## src/rtl/prog_loader_if.sv

```systemverilog
// Byte-stream input and program-memory write port of the serial program loader.
interface prog_loader_if #(
   parameter int ADDR_WIDTH = 13
) ();
   logic [7:0]            rx_data;
   logic                  rx_valid;
   logic                  wr_en;
   logic [ADDR_WIDTH-1:0] wr_addr;
   logic [15:0]           wr_data;

   // Environment side: UART receiver drives bytes, memory consumes writes.
   modport master (
      output rx_data, rx_valid,
      input  wr_en, wr_addr, wr_data
   );

   // Loader side.
   modport slave (
      input  rx_data, rx_valid,
      output wr_en, wr_addr, wr_data
   );
endinterface

```

## src/rtl/prog_loader.sv

```systemverilog
// Serial program loader: parses SYNC/LEN/DATA/CHK frames from a byte stream,
// writes 16-bit words into program memory and holds the CPU while loading.
module prog_loader #(
   parameter int         ADDR_WIDTH     = 13,
   parameter logic [7:0] SYNC_BYTE      = 8'hA5,
   parameter int         TIMEOUT_CYCLES = 2700000
) (
   input  logic            clk,
   input  logic            rst_n,
   prog_loader_if.slave    bus,
   output logic            cpu_hold,
   output logic            busy,
   output logic            load_done,
   output logic            load_error
);

   // Word counter / length are one bit wider so a full 2**ADDR_WIDTH image fits.
   localparam int          CW      = ADDR_WIDTH + 1;
   localparam int          TW      = $clog2(TIMEOUT_CYCLES);
   localparam logic [16:0] MAX_LEN = 17'(2 ** ADDR_WIDTH);

   typedef enum logic [2:0] {
      S_IDLE, S_LEN_HI, S_LEN_LO, S_DATA_HI, S_DATA_LO, S_CHECK
   } state_t;

   state_t                state_q, state_d;
   logic [7:0]            len_hi_q, len_hi_d;
   logic [CW-1:0]         len_q, len_d;
   logic [CW-1:0]         cnt_q, cnt_d;
   logic [7:0]            data_hi_q, data_hi_d;
   logic [7:0]            chk_q, chk_d;
   logic [TW-1:0]         tmo_q, tmo_d;
   logic                  wr_en_q, wr_en_d;
   logic [ADDR_WIDTH-1:0] wr_addr_q, wr_addr_d;
   logic [15:0]           wr_data_q, wr_data_d;
   logic                  hold_q, hold_d;
   logic                  busy_q, busy_d;
   logic                  done_q, done_d;
   logic                  err_q, err_d;

   logic [15:0]           n_len;
   logic                  len_bad;

   assign n_len   = {len_hi_q, bus.rx_data};
   assign len_bad = (n_len == 16'd0) || ({1'b0, n_len} > MAX_LEN);

   assign bus.wr_en   = wr_en_q;
   assign bus.wr_addr = wr_addr_q;
   assign bus.wr_data = wr_data_q;
   assign cpu_hold    = hold_q;
   assign busy        = busy_q;
   assign load_done   = done_q;
   assign load_error  = err_q;

   // Frame parser, write issue and inter-byte timeout.
   always_comb begin
      state_d   = state_q;
      len_hi_d  = len_hi_q;
      len_d     = len_q;
      cnt_d     = cnt_q;
      data_hi_d = data_hi_q;
      chk_d     = chk_q;
      tmo_d     = '0;
      wr_en_d   = 1'b0;
      wr_addr_d = wr_addr_q;
      wr_data_d = wr_data_q;
      hold_d    = hold_q;
      busy_d    = busy_q;
      done_d    = done_q;
      err_d     = err_q;

      case (state_q)
         S_IDLE: if (bus.rx_valid && bus.rx_data == SYNC_BYTE) begin
            state_d = S_LEN_HI;
            busy_d  = 1'b1;
            hold_d  = 1'b1;
            done_d  = 1'b0;
            err_d   = 1'b0;
            chk_d   = '0;
            cnt_d   = '0;
         end
         S_LEN_HI: if (bus.rx_valid) begin
            len_hi_d = bus.rx_data;
            state_d  = S_LEN_LO;
         end
         S_LEN_LO: if (bus.rx_valid) begin
            if (len_bad) begin
               err_d   = 1'b1;
               busy_d  = 1'b0;
               state_d = S_IDLE;
            end else begin
               len_d   = CW'(n_len);
               state_d = S_DATA_HI;
            end
         end
         S_DATA_HI: if (bus.rx_valid) begin
            data_hi_d = bus.rx_data;
            chk_d     = chk_q + bus.rx_data;
            state_d   = S_DATA_LO;
         end
         S_DATA_LO: if (bus.rx_valid) begin
            chk_d     = chk_q + bus.rx_data;
            wr_en_d   = 1'b1;
            wr_addr_d = cnt_q[ADDR_WIDTH-1:0];
            wr_data_d = {data_hi_q, bus.rx_data};
            if (cnt_q + CW'(1) == len_q) begin
               state_d = S_CHECK;
            end else begin
               cnt_d   = cnt_q + CW'(1);
               state_d = S_DATA_HI;
            end
         end
         S_CHECK: if (bus.rx_valid) begin
            if (bus.rx_data == chk_q) begin
               done_d = 1'b1;
               hold_d = 1'b0;
            end else begin
               err_d  = 1'b1;
            end
            busy_d  = 1'b0;
            state_d = S_IDLE;
         end
         default: state_d = S_IDLE;
      endcase

      // A byte always clears the counter, so a byte on the expiry cycle wins.
      // Expiry fires on the edge where the counter would reach TIMEOUT_CYCLES-1.
      if (state_q != S_IDLE && !bus.rx_valid) begin
         if (tmo_q == TW'(TIMEOUT_CYCLES - 2)) begin
            err_d   = 1'b1;
            busy_d  = 1'b0;
            state_d = S_IDLE;
         end else begin
            tmo_d = tmo_q + TW'(1);
         end
      end
   end

   // State and output registers; reset drops any in-flight write and frees the CPU.
   always_ff @(posedge clk or negedge rst_n) begin
      if (!rst_n) begin
         state_q   <= S_IDLE;
         len_hi_q  <= '0;
         len_q     <= '0;
         cnt_q     <= '0;
         data_hi_q <= '0;
         chk_q     <= '0;
         tmo_q     <= '0;
         wr_en_q   <= 1'b0;
         wr_addr_q <= '0;
         wr_data_q <= '0;
         hold_q    <= 1'b0;
         busy_q    <= 1'b0;
         done_q    <= 1'b0;
         err_q     <= 1'b0;
      end else begin
         state_q   <= state_d;
         len_hi_q  <= len_hi_d;
         len_q     <= len_d;
         cnt_q     <= cnt_d;
         data_hi_q <= data_hi_d;
         chk_q     <= chk_d;
         tmo_q     <= tmo_d;
         wr_en_q   <= wr_en_d;
         wr_addr_q <= wr_addr_d;
         wr_data_q <= wr_data_d;
         hold_q    <= hold_d;
         busy_q    <= busy_d;
         done_q    <= done_d;
         err_q     <= err_d;
      end
   end

endmodule

```

## src/flat_wrapper.sv

```systemverilog
// flat-port wrapper written by rule: the top's interface ports become plain ports
module prog_loader_flat 
#(
   parameter int         ADDR_WIDTH     = 13,
   parameter logic [7:0] SYNC_BYTE      = 8'hA5,
   parameter int         TIMEOUT_CYCLES = 2700000
)
  (clk, rst_n, cpu_hold, busy, load_done, load_error, bus_rx_data, bus_rx_valid, bus_wr_en, bus_wr_addr, bus_wr_data);
  prog_loader_if #(.ADDR_WIDTH(ADDR_WIDTH)) bus_i ();
  input  logic clk;
  input  logic rst_n;
  output logic cpu_hold;
  output logic busy;
  output logic load_done;
  output logic load_error;
  input wire logic [$bits(bus_i.rx_data)-1:0] bus_rx_data;
  input wire logic [$bits(bus_i.rx_valid)-1:0] bus_rx_valid;
  output wire logic [$bits(bus_i.wr_en)-1:0] bus_wr_en;
  output wire logic [$bits(bus_i.wr_addr)-1:0] bus_wr_addr;
  output wire logic [$bits(bus_i.wr_data)-1:0] bus_wr_data;
  assign bus_i.rx_data = bus_rx_data;
  assign bus_i.rx_valid = bus_rx_valid;
  assign bus_wr_en = bus_i.wr_en;
  assign bus_wr_addr = bus_i.wr_addr;
  assign bus_wr_data = bus_i.wr_data;
  prog_loader #(.ADDR_WIDTH(ADDR_WIDTH), .SYNC_BYTE(SYNC_BYTE), .TIMEOUT_CYCLES(TIMEOUT_CYCLES)) u_core (.clk(clk), .rst_n(rst_n), .bus(bus_i), .cpu_hold(cpu_hold), .busy(busy), .load_done(load_done), .load_error(load_error));
endmodule
```

## config.mk

```make
export PLATFORM = sky130hd
export DESIGN_NAME = prog_loader_flat
export DESIGN_NICKNAME = d
export VERILOG_FILES = /design/src/rtl/prog_loader_if.sv /design/src/rtl/prog_loader.sv /design/src/flat_wrapper.sv
export SDC_FILE = /design/constraint.sdc
export NUM_CORES = 1
export LEC_CHECK = 0
export ABC_AREA = 1
export CAP_MARGIN = 20
export CORE_ASPECT_RATIO = 0.5
export CORE_MARGIN = 5
export CORE_UTILIZATION = 42
export DETAILED_ROUTE_END_ITERATION = 10
export HOLD_SLACK_MARGIN = 0.02
export PLACE_DENSITY = 0.61
export SLEW_MARGIN = 30
export SYNTH_ARGS = -nofsm -noshare
export SYNTH_HDL_FRONTEND = slang
export SYNTH_SLANG_ARGS = --single-unit
```

## constraint.sdc

```tcl
create_clock -name clk -period 2.2 [get_ports clk]
set_input_delay 0.33 -clock clk [delete_from_list [all_inputs] [get_ports clk]]
set_output_delay 0.33 -clock clk [all_outputs]
set_load 0.02 [all_outputs]
```

==> results.sh <==
export IMPL_synth_most_common_cell="nand2_1"
export IMPL_fill_cells=1303
export IMPL_cts_max_path_buffers=2
export IMPL_start_util_pct=42.73
export IMPL_place_area_um2=6751
export IMPL_syn_cell_area_um2=5758
export IMPL_power_static_leakage_nw=3.470
export IMPL_crit_top_cell="nand3_2"
export IMPL_worst_pin_slew_ns=0.5572
export IMPL_synthTopCellsByArea="dfrtp_1 48%, nand2_1 14%, o21ai_0 5.6%"
export IMPL_seq_area_frac_synth_pct=48.24
export IMPL_cts_made_buffers=9
export IMPL_synth_cell_types=42
export IMPL_slew_headroom_pct=62.85
export IMPL_grt_antenna_before_repair=0
export IMPL_synth_top_family_by_area="simple AND/OR/NAND/NOR gates"
export IMPL_rows=30
export IMPL_n_antenna_cell=0
export IMPL_globalRouteOverflowTotal=0
export IMPL_power_density_nw_per_um2=958.4
export IMPL_maxCapViolations=0
export IMPL_gp_congestion=0.8846
export IMPL_postRouteAntennaNets=0
export IMPL_yosys_top_cells_count="209 x nand2_1, 111 x dfrtp_1, 82 x inv_1"
export IMPL_slew_violations=0
export IMPL_dp_hpwl_mm=10.13
export IMPL_cp_cell_sequence="ha_4 -> or2_0 -> nand3b_1 -> nand2_1 -> nor2_1 -> nand3_1 -> nor2_2 -> nand3_2 -> nor2_4 -> nand4_4 -> buf_12 -> buf_6 -> nand3_2 -> nand2_2"
export IMPL_grt_pass1_vias=4798
export IMPL_clk_pin_slew_ns=0.08
export IMPL_synth_seq_cells=111
export IMPL_core_area_um2=13480
export IMPL_cp_required_ns=2.44
export IMPL_fmax_mhz=460.0
export IMPL_die_area_um2=16290
export IMPL_clock_sinks=111
export IMPL_ios=45
export IMPL_vias_per_cell=4.961
export IMPL_grt_max_degree=41
export IMPL_crit_path_max_fanout=8
export IMPL_syn_area_per_cell_um2=7.888
export IMPL_vias=4996
export IMPL_cp_buffers_inverters=2
export IMPL_min_period_ns=2.174
export IMPL_synth_compound_area_share_pct=9.909
export IMPL_h_tree_depth=3
export IMPL_grt_setup_unrepaired="true"
export IMPL_synthAdderAreaFrac_pct=2.521
export IMPL_postLayoutCellArea_um2=7351
export IMPL_finalSetupViolations=0
export IMPL_min_path_type="in -> reg"
export IMPL_run_status="complete, no violations"
export IMPL_wirelength_mm=13.64
export IMPL_drt_iter0_drc=282
export IMPL_multiInputGateArea_um2=2770
export IMPL_globalRouteTotalUtil_pct=17.31
export IMPL_die_y_um=92.80
export IMPL_synthCells=730
export IMPL_stdcell_count=1007
export IMPL_synth_edf_count=0
export IMPL_drc=0
export IMPL_cts_tree="done"
export IMPL_cp_start_kind="register"
export IMPL_seq_area_um2=2780
export IMPL_wl_per_cell_um=13.55
export IMPL_critical_path_class="reg -> reg"
export IMPL_dr_pass1_iters=5
export IMPL_slowest_stage="dfrtp_1"
export IMPL_synthSimpleGateAreaFrac_pct=30.40
export IMPL_period_share_pct=98.81
export IMPL_clockRootBuffer="clkbuf_16"
export IMPL_final_layout_size_suffix_gt1_share_pct=15.52
export IMPL_fin_nets=848
export IMPL_yosys_warnings=0
export IMPL_placedCellCount=981
export IMPL_synth_top_area_cell="dfrtp_1"
export IMPL_async_flop_share_pct=100.0
export IMPL_grt_pass1_wl_mm=23.13
export IMPL_slowest_delay_ns=0.41
export IMPL_ys_flop_type="dfrtp_1"
export IMPL_crit_family="simple AND/OR/NAND/NOR gates"
export IMPL_end_kind="register"
export IMPL_finalHoldViolCount=0
export IMPL_skew_ns=0.009649
export IMPL_ir_worst_vdd_uv=377.5
export IMPL_arrival_ns=2.42
export IMPL_syn2layout_area_growth_pct=27.66
export IMPL_synth_nets=752
export IMPL_synth_top_area_share_pct=48.24
export IMPL_dieWidth_um=175.6
export IMPL_clk_latency_ns=0.34
export IMPL_yosys_area_share_xor_xnor_pct=1.825
export IMPL_muxShareOfSynthArea_pct=0.1956
export IMPL_portBuffers=44
worst reg2reg max path, delay by kind of cell, from the launching register on:
kind / cells / cell delay, ns
DFF: 1 / 0.41
and+or+nand+nor: 11 / 1.16
buffers and inverters: 2 / 0.30
adders and majority gates: 1 / 0.19
flip-flops by register name, indices dropped and copies added (netlist names):
register and flops:
u_core.bus.wr_data 16, u_core.tmo_q 22, u_core.load_error 1, u_core.chk_q 8
u_core.state_q 3, u_core.len_hi_q 8, u_core.data_hi_q 8, u_core.bus.wr_en 1
u_core.load_done 1, u_core.bus.wr_addr 13, u_core.busy 1, u_core.cnt_q 14
u_core.len_q 14, u_core.cpu_hold 1
cell type report:
cell class	instances	area share (%)
multi-input combinational	518	37.69
inverter	84	4.289
tap	176	2.996
sequential	111	37.82
timing repair buffer	102	12.80
clock inverter	4	1.055
clock buffer	12	3.353
routing by layer:
layer,track usage (%),part of all wire [%],vias to the layer above,wire (um)
met1,23.05,48,2341,6600
met3,3.222,2.7,13,370
met2,29.34,48,63,6493
li1,-,-,2579,-
met5,0,0,-,0
met4,4.410,1.3,0,179
logic make-up (layout without fill, tap and decap cells):
kind of cell    after synthesis  after routing
mux                           1              1
simple gates                389            390
compound gates              104            104
flops                       111            111
xor+xnor                     12             12
buf+inv                     102            202
fa+ha+maj                    11             11
placed cells by master (no fill, tap or decap), drive strengths merged, types with 2 or more instances in the layout:
master and n:
nor4 6, inv 85, o21ai 67, nor2 71, dfrtp 111, bufinv 2
or2 5, a32o 2, ha 10, xnor2 5, nand4 21, clkbuf 12
nor3 14, a21oi 20, xor2 7, nand2 214, o21a 5, nand3b 5
buf 58, nand3 52, o211ai 2, a31oi 4, clkdlybuf4s50 42
worst paths after layout:
kind	from	end	slack, ns	depth (start not counted)
setup / recovery	u_core.cnt_q[1]$_DFFE_PN0P_	u_core.cnt_q[0]$_DFFE_PN0P_	0.03	14
hold / removal	bus_rx_data[1]	u_core.data_hi_q[1]$_DFFE_PN0P_	0.37	3
setup reg to reg	u_core.cnt_q[1]$_DFFE_PN0P_	u_core.cnt_q[0]$_DFFE_PN0P_	0.03	14
hold reg to reg	u_core.bus.wr_addr[2]$_DFFE_PN0P_	u_core.bus.wr_addr[2]$_DFFE_PN0P_	0.47	2
max in group asynchronous	rst_n	u_core.cnt_q[3]$_DFFE_PN0P_	1.06	3
min in group asynchronous	rst_n	u_core.data_hi_q[5]$_DFFE_PN0P_	0.53	2
power breakdown:
part           switching, mW  internal [mW]
clock network          0.728           1.04
registers              0.344           2.60
logic                   1.27           1.07
total                   2.34           4.71
repair_timing:
| action | 4_1_cts | 5_1_grt |
|---|---|---|
| endpoints found under the setup margin | 14 | 34 |
| resized for setup | 7 | 36 |
| hold endpoints to repair | 37 | 0 |
| hold buffers | 1 | 0 |
| setup buffers | 1 | 7 |
| pin swaps | 3 | 25 |
| gates cloned | 0 | 2 |
stage by stage:
step	hold slack (ns)	setup slack, ns	power, mW	setup TNS, ns	utilization (%)
2_1_floorplan	0.03441	0.1904	4.262	0	-
3_3_place_gp	0.3652	-0.1683	5.228	-3.788	50.10
3_5_place_dp	0.3658	-0.1990	5.282	-4.231	50.10
4_1_cts	0.4622	0.007818	7.086	0	52.88
5_1_grt	0.4132	-0.07769	7.576	-0.7000	54.55
6_report	0.3711	0.02613	7.045	0	54.55
(Power assumes the default switching activity.)
